`src/rtl/seven_seg_pkg.sv`:
```
// Shared types and the hex-to-segment table for the seven-segment scanner.
// Segment order is {g,f,e,d,c,b,a}, active-high.
package seven_seg_pkg;

  typedef logic [6:0] seg_t;

  localparam seg_t SEG_BLANK = 7'h00;

  localparam logic [15:0][6:0] HEX_SEG = {
    7'h71, 7'h79, 7'h5E, 7'h39,
    7'h7C, 7'h77, 7'h6F, 7'h7F,
    7'h07, 7'h7D, 7'h6D, 7'h66,
    7'h4F, 7'h5B, 7'h06, 7'h3F
  };

  function automatic seg_t hex_to_seg(input logic [3:0] nibble);
    return HEX_SEG[nibble];
  endfunction

endpackage

```
`src/rtl/seven_seg_hex_decoder.sv`:
```
// Combinational hex digit to active-high segment pattern, with blanking.
// Blanked digits produce SEG_BLANK regardless of the nibble.
module seven_seg_hex_decoder
  import seven_seg_pkg::*;
(
  input  logic [3:0] nibble,
  input  logic       blank,
  output seg_t       seg
);

  always_comb begin
    seg = blank ? SEG_BLANK : hex_to_seg(nibble);
  end

endmodule

```
`src/rtl/seven_seg_scan_driver.sv`:
```
// Multiplexed N-digit seven-segment scanner with guard gap and frame-shadowed inputs.
// Optional PWM brightness gate when SEVEN_SEG_BRIGHTNESS_EN is defined.
module seven_seg_scan_driver
  import seven_seg_pkg::*;
#(
  parameter  int NUM_DIGITS     = 4,
  parameter  int REFRESH_CYCLES = 200_000,
  parameter  int GUARD_CYCLES   = 256,
  parameter  int ACTIVE_LOW     = 1,
  localparam int IDX_W = (NUM_DIGITS > 1) ? $clog2(NUM_DIGITS) : 1
) (
  input  logic                    clk,
  input  logic                    reset,
  input  logic [4*NUM_DIGITS-1:0] value,
  input  logic [NUM_DIGITS-1:0]   digit_en,
  input  logic [NUM_DIGITS-1:0]   dp_in,
`ifdef SEVEN_SEG_BRIGHTNESS_EN
  input  logic [3:0]              brightness,
`endif
  output logic [6:0]              seg,
  output logic                    dp,
  output logic [NUM_DIGITS-1:0]   an,
  output logic [IDX_W-1:0]        digit_idx,
  output logic                    frame_done
);

  localparam int CNT_W =
    (REFRESH_CYCLES > 1) ? $clog2(REFRESH_CYCLES) : 1;
  localparam logic POL = (ACTIVE_LOW != 0);

  logic [CNT_W-1:0]              slot_cnt;
  logic [NUM_DIGITS-1:0][3:0]    sh_val;
  logic [NUM_DIGITS-1:0]         sh_en;
  logic [NUM_DIGITS-1:0]         sh_dp;
  logic                          slot_end;
  logic                          frame_end;
  logic                          gate;
  logic                          guard;
  logic [NUM_DIGITS-1:0]         an_on;
  seg_t                          dec_seg;

  assign slot_end  = (slot_cnt == CNT_W'(REFRESH_CYCLES - 1));
  assign frame_end = slot_end
                   && (digit_idx == IDX_W'(NUM_DIGITS - 1));
  assign guard     = (slot_cnt < CNT_W'(GUARD_CYCLES));

`ifdef SEVEN_SEG_BRIGHTNESS_EN
  logic [3:0] pwm_cnt;

  always_ff @(posedge clk or posedge reset) begin
    if (reset) begin
      pwm_cnt <= 4'd0;
    end else begin
      pwm_cnt <= pwm_cnt + 4'd1;
    end
  end

  assign gate = (pwm_cnt <= brightness);
`else
  assign gate = 1'b1;
`endif

  always_comb begin
    an_on = '0;
    if (!guard && sh_en[digit_idx] && gate) begin
      an_on[digit_idx] = 1'b1;
    end
  end

  seven_seg_hex_decoder u_dec (
    .nibble (sh_val[digit_idx]),
    .blank  (!sh_en[digit_idx]),
    .seg    (dec_seg)
  );

  // Inputs are captured only on the frame wrap so a frame never tears.
  always_ff @(posedge clk or posedge reset) begin
    if (reset) begin
      slot_cnt   <= '0;
      digit_idx  <= '0;
      sh_val     <= '0;
      sh_en      <= '0;
      sh_dp      <= '0;
      frame_done <= 1'b0;
    end else begin
      frame_done <= frame_end;
      if (slot_end) begin
        slot_cnt <= '0;
        if (frame_end) begin
          digit_idx <= '0;
          sh_val    <= value;
          sh_en     <= digit_en;
          sh_dp     <= dp_in;
        end else begin
          digit_idx <= digit_idx + 1'b1;
        end
      end else begin
        slot_cnt <= slot_cnt + 1'b1;
      end
    end
  end

  always_ff @(posedge clk or posedge reset) begin
    if (reset) begin
      seg <= {7{POL}};
      dp  <= POL;
      an  <= {NUM_DIGITS{POL}};
    end else begin
      seg <= dec_seg ^ {7{POL}};
      dp  <= sh_dp[digit_idx] ^ POL;
      an  <= an_on ^ {NUM_DIGITS{POL}};
    end
  end

endmodule
```
`config.mk`:
```
export PLATFORM = sky130hd
export DESIGN_NAME = seven_seg_scan_driver
export DESIGN_NICKNAME = d
export VERILOG_FILES = /design/src/rtl/seven_seg_pkg.sv /design/src/rtl/seven_seg_hex_decoder.sv /design/src/rtl/seven_seg_scan_driver.sv
export SDC_FILE = /design/constraint.sdc
export NUM_CORES = 1
export LEC_CHECK = 0
export ABC_AREA = 1
export BUFFER_PORTS_ARGS = -buffer_cell sky130_fd_sc_hd__buf_2
export CORE_MARGIN = 2
export CORE_UTILIZATION = 45
export CTS_CLUSTER_SIZE = 28
export DETAILED_ROUTE_END_ITERATION = 10
export PLACE_DENSITY = 0.66
export SYNTH_ARGS = -nofsm -noshare
export SYNTH_HDL_FRONTEND = slang
export SYNTH_HIERARCHICAL = 1
export SYNTH_SLANG_ARGS = --single-unit
```
`constraint.sdc`:
```
create_clock -name clk -period 2.54 [get_ports clk]
set_clock_uncertainty 0.1 [all_clocks]
set_input_delay 0 -clock clk [delete_from_list [all_inputs] [get_ports clk]]
set_output_delay 0 -clock clk [all_outputs]
set_load 0.05 [all_outputs]
```
==> results.tsv, run 1 <==
metric	value	unit
global route overflow	0	
non-filler cells, final	527	
post-route cell area	3790	um^2
via/cell ratio	4.98	
Seq/Total Area, Yosys	46.6	%
DRT met1 WL	3250	um
P per Cell Area	465	nW/um^2
DRT iter0 DRCs	125	
#FFs+latches synth	57	
clock share of power	44.5	%
post-synthesis xor/xnor area fraction	2.83	%
RePlAce Congestion	0.846	
ANT nets after route	0	
Die H	86.9	um
final worst slack	0.421	ns
cells after synthesis	371	
Root Driver	clkbuf_8	
crit path kind	flop to flop	
CP endpoint kind	flop	
Row Count	30	
clock sink total	57	
synth warn	6	
setup slack at placement	0.422	ns
DR DRC count	0	
placed inst area	3360	um^2
n_diodes	0	
IO Pins	41	
first-pass GRT wire length	11300	um
Layout Nets	479	
Sw Pwr	0.385	mW
Worst setup SP type	flop	
core area	6720	um^2
Critical Path AT	2.31	ns
worst hold path type	primary input to async pin	
maximum vdd drop	0.220	mV
met2 WL	3150	um
routed wire length	6810	um
Starting Density	46.1	%
Max Clk Rate	472	MHz
DR WL/cell	12.9	um
GR Util All Layers	19.5	%
Synth Net Count	408	
H-tree Lvls	3	
largest family of logic cells by synthesized area	simple AND/OR/NAND/NOR gates	
largest net degree at the start of global routing	28	
Final Max Slew Viols	0	
post-synthesis cell type count	35	
Synth Cell Area	3090	um^2
Async SR Flop Fraction	100	%
Total Die Area	7560	um^2
syn_area_per_cell	8.34	um^2
switching part of the total	21.8	%
Final min period	2.12	ns
max_slew headroom	71.0	%
Hold Fails Final Rpt	0	
Compound-Gate Fraction of Synth Area	5.66	%
Slew @ Worst Pin	0.434	ns
status	completed	
P_leak	1.93	nW
Post-synth EDFFs	0	
Pint	1.38	mW
ys flop type	dfrtp_1	
Inst Count DP	486	
CTS tree	built	
fin crit share	83.4	%
vias in the first global route	2480	
TritonCTS buffer count	9	
drt pass-1 iters	4	
Port Buffers	40	
share of layout cells above drive strength 1	20.8	%
met3 wire len	278	um
synthesis-to-layout area growth	22.5	%
maximum clock insertion buffer count	2	
Max-Cap Viols	0	
Final setup violation count	0	
setup TNS	0	ns
Clock transition at path regs	0.07	ns
post-DP HPWL	4590	um
Seq pwr share	51.5	%
Comb power frac	3.9	%
post_cts resized	0	
Worst EP required	2.73	ns
worst skew pair latency	0.34	ns
DR vias	2626	
crit-path max FO	10	
Die Wd	86.9	um
Synth Area in Simple Gates	32.0	%
uppermost layer routed	met4	
RSZ-0062 raised after global routing	no	
post-synthesis adder-cell area fraction	4.45	%
initial antenna violation count	0	
post-synthesis mux area share	0	%
-- synthesized netlist by cell type, drive strengths merged (2+ instances only) --
cell	number	area share, %
a21oi	9	1.7
buf	13	3.3
dfrtp	45	36
dfstp	12	10
ha	11	4.4
inv	39	5.1
nand2	106	13
nand3	19	3.6
nand3b	2	0.49
nand4	29	6.3
nor2	50	7.7
o21ai	16	2.6
o22ai	4	0.81
xnor2	2	0.57
xor2	8	2.3
-- per-stage QoR --
step                hold slack, ns  power (mW)  utilization [%]
floorplan                   0.0505       0.938                -
global placement           -0.0776       0.965             50.0
detailed placement         -0.0717       0.965             50.0
CTS                          0.106        1.78             56.4
global route                 0.139        1.83             56.4
finish                       0.102        1.76             56.4
-- worst max-delay path, cell delays in order, from the launching register on --
cell and delay, ns:
dfrtp_1 0.47, inv_1 0.24, o21ai_0 0.13, o22ai_1 0.32
inv_1 0.17, ha_1 0.33, nand3b_1 0.16, nand3_1 0.07
nor2_1 0.04, inv_1 0.05
-- repair_timing --
item / CTS / global route
hold buffers: 25 / 0
endpoints found under the hold margin: 51 / 0
buffers inserted: 0 / 0
-- path summary, 6_finish.rpt --
path	from	endpoint	slack [ns]	cells after the start
hold reg to reg	sh_val[6]	sh_val[6]	0.38	2
setup / recovery	digit_idx[1]	seg[3]	0.42	9
max in group asynchronous	reset	sh_val[7]	1.59	4
hold / removal	reset	frame_done	0.10	3
min in group clk	value[11]	sh_val[11]	0.35	4
setup reg to reg	digit_idx[1]	seg[3]	0.42	9
-- cell usage in the layout, fill, tap and decap left out, types with 8 or more instances in the layout --
cell type and n:
o21ai_0 10, dfstp_2 12, nor2_1 46, clkbuf_8 12, dlygate4sd3_1 25, xor2_1 8
dfrtp_1 45, buf_2 40, ha_1 11, nand4_1 28, inv_1 34, buf_4 9
nand2_1 104, nand3_1 17
-- per-layer routing --
layer	vias up	GRT usage (%)
met3	9	5.40
met2	69	31.0
met4	0	8.24
met5	-	0
met1	1207	24.9
li1	1341	-
-- state kept, by name, summed over array words and instances, names as in the netlist --
signal,cells
an,4
digit_idx,2
dp,1
frame_done,1
seg,7
sh_dp,4
sh_en,4
sh_val,16
slot_cnt,18
-- power groups by stage --
stage	clock network (mW)	logic, mW	registers, mW
after detailed placement	0	0.0405	0.925
after global placement	0	0.0397	0.925
final	0.785	0.0693	0.909
after CTS	0.805	0.0700	0.909
after floorplan	0	0.0131	0.925
after global routing	0.844	0.0768	0.908
-- cell type report --
class,count,area (um^2)
clock inverters,3,15.0
inverters,39,156
multi-input cells,261,1390
well taps,80,100
flip-flops and latches,57,1440
clock buffers,13,169
repair buffers,74,518
fillers,609,2930
-- kinds of logic (layout without fill, tap and decap cells) --
kind of cell    Yosys count  in the layout
xor+xnor                 10             10
simple gates            209            209
fa+ha+maj                11             11
flops                    57             57
buf+inv                  53            129
compound gates           31             31
(Power assumes the default switching activity.)
==> run 2, diff against run 1 <==
Settings changed: PLACE_DENSITY 0.66 to 0.68.
Clock period 2.54 ns to 1.8 ns, I/O delays scaled along.
==> results.tsv, run 2 (synthesized netlist as in run 1, its figures left out) <==
metric	value	unit	change
first-pass GRT wire length	11600	um	was 11300 um
maximum clock insertion buffer count	2		unchanged
CTS tree	built		unchanged
fillcell total	590		was 609
Die H	86.9	um	unchanged
Slew @ Worst Pin	0.318	ns	was 0.434 ns
Final Max Slew Viols	0		unchanged
fin util	61.1	%	was 56.4%
DR vias	2737		was 2626
clock sink total	57		unchanged
via/cell ratio	5.04		was 4.98
crit path kind	flop to flop		unchanged
Die Wd	86.9	um	unchanged
status	completed		unchanged
multi-input combinational cell area	1490	um^2	was 1390 um^2
worst hold path type	primary input to async pin		unchanged
RSZ-0062 raised after global routing	yes		was no
routed wire length	7370	um	was 6810 um
core area	6720	um^2	unchanged
Max Clk Rate	581	MHz	was 472 MHz
max reg flops	18		unchanged
Register Area	1440	um^2	about the same
Row Count	30		unchanged
global route overflow	0		unchanged
H-tree Lvls	3		unchanged
RePlAce Congestion	0.888		was 0.846
TritonCTS buffer count	9		unchanged
initial antenna violation count	0		unchanged
worst skew pair latency	0.33	ns	was 0.34 ns
Critical Path AT	1.91	ns	was 2.31 ns
largest net degree at the start of global routing	58		was 28
setup TNS	0	ns	unchanged
Layout Nets	495		was 479
Root Driver	clkbuf_8		unchanged
P per Cell Area	696	nW/um^2	was 465 nW/um^2
Total Die Area	7560	um^2	unchanged
Port Buffers	40		unchanged
crit-path max FO	6		was 10
Top Registers	slot_cnt (18), sh_val (16), seg (7)		unchanged
fin crit share	95.7	%	was 83.4%
Final setup violation count	0		unchanged
n_diodes	0		unchanged
register with the most flip-flops	slot_cnt		unchanged
ANT nets after route	0		unchanged
GR Util All Layers	19.6	%	was 19.5%
Hold Fails Final Rpt	0		unchanged
DRT iter0 DRCs	200		was 125
DR DRC count	0		unchanged
IO Pins	41		unchanged
post-DP HPWL	4640	um	was 4590 um
P_leak	2.08	nW	was 1.93 nW
maximum vdd drop	0.358	mV	was 0.220 mV
max_slew headroom	78.7	%	was 71.0%
Worst EP required	1.98	ns	was 2.73 ns
share of layout cells above drive strength 1	27.2	%	was 20.8%
Max-Cap Viols	0		unchanged
highest-count cells in the layout ignoring fill and taps	nand2_1, nor2_1, dfrtp_1		unchanged
Final min period	1.72	ns	was 2.12 ns
synthesis-to-layout area growth	32.7	%	was 22.5%
DR WL/cell	13.6	um	was 12.9 um
most common cell after layout, fill and taps aside	nand2_1		unchanged
Tot Pwr	2.86	mW	was 1.76 mW
vias in the first global route	2591		was 2480
CP endpoint kind	flop		unchanged
drt pass-1 iters	4		unchanged
Clock transition at path regs	0.07	ns	about the same
Worst setup SP type	flop		unchanged
Starting Density	46.1	%	unchanged
## run 2: changes by cell type in the layout (fill, tap and decap cells not counted), moves of 3 or more
cell       change
buf_4         +10
o21ai_0        -6
bufinv_16      +3
ha_1           -3
inv_1          -3
nor2_1         -3
nor2_2         +3
o21ai_1        +3
o21ai_2        +3
o22ai_1        -3
## run 2: area by class of cell
| type | count | share of cell area, % |
|---|---|---|
| Sequential cell | 57 | 35.2 |
| Multi-Input combinational cell | 262 | 36.3 |
| Tap cell | 80 | 2.44 |
| Clock inverter | 5 | 2.50 |
| Timing Repair Buffer | 89 | 16.2 |
| Inverter | 39 | 3.87 |
| Clock buffer | 11 | 3.44 |
## run 2: power by group
group	leakage [nW]	internal, mW	switching (mW)
logic	1.35	0.0588	0.0401
clock network	0.120	0.955	0.520
registers	0.611	1.28	0
total	2.08	2.30	0.560
## run 2: what timing repair did
item | CTS | global route
resized for setup | 0 | 17
endpoints found under the hold margin | 81 | 0
hold buffers | 25 | 0
endpoints found under the setup margin | 0 | 32
setup buffers | 0 | 7
## run 2: path summary, 6_finish.rpt
kind	start	to	slack, ns	depth (start not counted)
worst max-delay path	digit_idx[1]	seg[0]	0.08	9
worst min-delay path	reset	frame_done	0.15	4
worst max register to register	digit_idx[1]	seg[0]	0.08	9
worst min register to register	sh_en[1]	sh_en[1]	0.39	2
max in group asynchronous	reset	seg[4]	1.15	4
min in group clk	digit_en[2]	sh_en[2]	0.36	4
## run 2: per-layer routing
layer,GRT usage [%],share of wire [%],wire length [um]
met5,0,0,0
met4,10.4,2.3,170
met3,3.22,2.8,207
met2,31.9,50,3660
met1,25.0,45,3330
## run 2: through the flow
step	worst slack [ns]	hold slack, ns	cells	instance area (um^2)
2_1_floorplan	-0.130	0.0505	371	3150
3_3_place_gp	0.0923	-0.0250	493	3470
3_5_place_dp	0.0549	-0.0193	493	3470
4_1_cts	0.0202	0.163	534	3970
5_1_grt	-0.0208	0.201	543	4110
6_report	0.0778	0.152	543	4110
## run 2: critical path: stages (launching register included)
cell	delay (ns)
dfrtp_2	0.43
inv_1	0.13
buf_4	0.17
o21ai_1	0.08
o22ai_2	0.19
clkdlybuf4s15_2	0.28
nand3_1	0.11
nand3_1	0.10
nor2_1	0.04
inv_1	0.04
==> run 3, diff against run 2 <==
Settings changed: PLACE_DENSITY 0.68 to not set, PLACE_DENSITY_LB_ADDON set to 0.2.
==> results.tsv, run 3 (synthesized netlist as in run 1, its figures left out) <==
metric	value	unit	change
status	completed		unchanged
P_leak	2.03	nW	was 2.08 nW
CP endpoint kind	flop		unchanged
IO Pins	41		unchanged
RSZ-0062 raised after global routing	yes		unchanged
P per Cell Area	590	nW/um^2	was 696 nW/um^2
Top Registers	slot_cnt (18), sh_val (16), seg (7)		unchanged
reg-to-reg setup timing slack	0.06	ns	was 0.08 ns
Slew @ Worst Pin	0.394	ns	was 0.318 ns
ANT nets after route	0		unchanged
drt pass-1 iters	4		unchanged
Total Die Area	7560	um^2	unchanged
Final Max Slew Viols	0		unchanged
placed inst area	3530	um^2	was 3470 um^2
worst hold path type	primary input to async pin		unchanged
Row Count	30		unchanged
highest-count cells in the layout ignoring fill and taps	nand2_1, nor2_1, dfrtp_1		unchanged
switching part of the total	22.1	%	was 19.6%
GR Util All Layers	20.7	%	was 19.6%
R2R Path Start	digit_idx[0]		was digit_idx[1]
via/cell ratio	5.01		was 5.04
Worst setup SP type	flop		unchanged
CP Launch Point	digit_idx[0]		was digit_idx[1]
Setup crit end	seg[5]		was seg[0]
Comb power frac	4.2	%	was 3.5%
CTS tree	built		unchanged
Worst EP required	1.97	ns	was 1.98 ns
Port Buffers	40		unchanged
TritonCTS buffer count	9		unchanged
fin util	61.0	%	was 61.1%
most common cell after layout, fill and taps aside	nand2_1		unchanged
max_slew headroom	73.4	%	was 78.7%
synthesis-to-layout area growth	32.4	%	was 32.7%
worst reg2reg endpoint	seg[5]		was seg[0]
vias in the first global route	2596		was 2591
met3 usage	3.13	%	was 3.22%
Hold Fails Final Rpt	0		unchanged
n_diodes	0		unchanged
Die Wd	86.9	um	unchanged
Hold WS	0.0936	ns	was 0.152 ns
Tot Pwr	2.42	mW	was 2.86 mW
DR WL/cell	13.6	um	about the same
Pint	1.88	mW	was 2.30 mW
first-pass GRT wire length	12000	um	was 11600 um
fillcell total	596		was 590
Clock transition at path regs	0.06	ns	was 0.07 ns
core area	6720	um^2	unchanged
register with the most flip-flops	slot_cnt		unchanged
fin crit share	96.8	%	was 95.7%
Root Driver	clkbuf_8		unchanged
maximum clock insertion buffer count	2		unchanged
Final min period	1.74	ns	was 1.72 ns
largest net degree at the start of global routing	26		was 58
DR DRC count	0		unchanged
maximum vdd drop	0.309	mV	was 0.358 mV
DRT iter0 DRCs	75		was 200
clock share of power	42.7	%	was 51.6%
post-DP HPWL	4790	um	was 4640 um
setup TNS	0	ns	unchanged
Starting Density	46.1	%	unchanged
max reg flops	18		unchanged
crit-path max FO	6		unchanged
Layout Nets	501		was 495
Seq pwr share	53.0	%	was 44.9%
Die H	86.9	um	unchanged
Max-Cap Viols	0		unchanged
Critical Path AT	1.92	ns	was 1.91 ns
Final setup violation count	0		unchanged
GR Layer Usage met2	32.4	%	was 31.9%
clock sink total	57		unchanged
worst skew pair latency	0.34	ns	was 0.33 ns
Max Clk Rate	574	MHz	was 581 MHz
Sw Pwr	0.535	mW	was 0.560 mW
H-tree Lvls	3		unchanged
share of layout cells above drive strength 1	27.5	%	was 27.2%
crit path kind	flop to flop		unchanged
post-route cell area	4100	um^2	was 4110 um^2
initial antenna violation count	0		unchanged
GRT Max-Usage Layer	met2		unchanged
routed wire length	7450	um	was 7370 um
global route overflow	0		unchanged
GR Util met1	28.1	%	was 25.0%
Worst R2R Path Depth	9		unchanged
RePlAce Congestion	0.904		was 0.888
DR vias	2750		was 2737
==> run 3: through the flow <==
step | setup WS, ns | std cells
after global routing | -0.0348 | 549
after floorplan | -0.130 | 371
final | 0.0569 | 549
after global placement | 0.0117 | 499
after detailed placement | -0.0215 | 499
after CTS | 0.00732 | 541
==> run 3: cell type report <==
class | count | area (um^2) | share of cell area (%)
Sequential cell | 57 | 1440 | 35.2
Inverter | 39 | 159 | 3.88
Timing Repair Buffer | 95 | 721 | 17.6
Clock buffer | 16 | 160 | 3.91
Multi-Input combinational cell | 262 | 1510 | 36.9
Tap cell | 80 | 100 | 2.44
==> run 3: worst max-delay path: stages, from the launching register on <==
cell,delay [ns]
dfrtp_2,0.45
buf_4,0.16
o21ai_4,0.15
o22ai_4,0.11
buf_4,0.16
ha_2,0.21
nand3_1,0.10
nand2_1,0.06
a21oi_1,0.12
inv_1,0.05
==> run 3: how the worst min path moves through the flow <==
stage	start	endpoint	slack, ns	cells after the start
global placement	reset	frame_done	-0.08	2
global route	reset	frame_done	0.13	3
finish	reset	sh_dp[1]	0.09	3
CTS	reset	sh_dp[0]	0.1	3
floorplan	dp_in[0]	sh_dp[0]	0.05	2
detailed placement	reset	sh_dp[0]	-0.09	2
==> run 3: layer usage <==
metal / up-vias / part of all wire, %
met5: - / 0
met4: 0 / 2.6
met3: 17 / 2.8
met2: 58 / 47
met1: 1289 / 48
li1: 1386 / -
==> run 3: power by group through the flow <==
| stage | clock, mW | combinational [mW] | sequential (mW) |
|---|---|---|---|
| floorplan | 0 | 0.0185 | 1.31 |
| global placement | 0 | 0.0609 | 1.31 |
| detailed placement | 0 | 0.0608 | 1.31 |
| CTS | 1.05 | 0.102 | 1.28 |
| global route | 1.11 | 0.112 | 1.28 |
| finish | 1.03 | 0.103 | 1.28 |
==> run 3: what timing repair did <==
action,in CTS,in global routing
setup endpoints to repair,26,40
buffers inserted,0,8
hold buffers,25,0
gates cloned,1,0
hold endpoints to repair,81,0
resized for setup,2,18
pin swaps,1,6
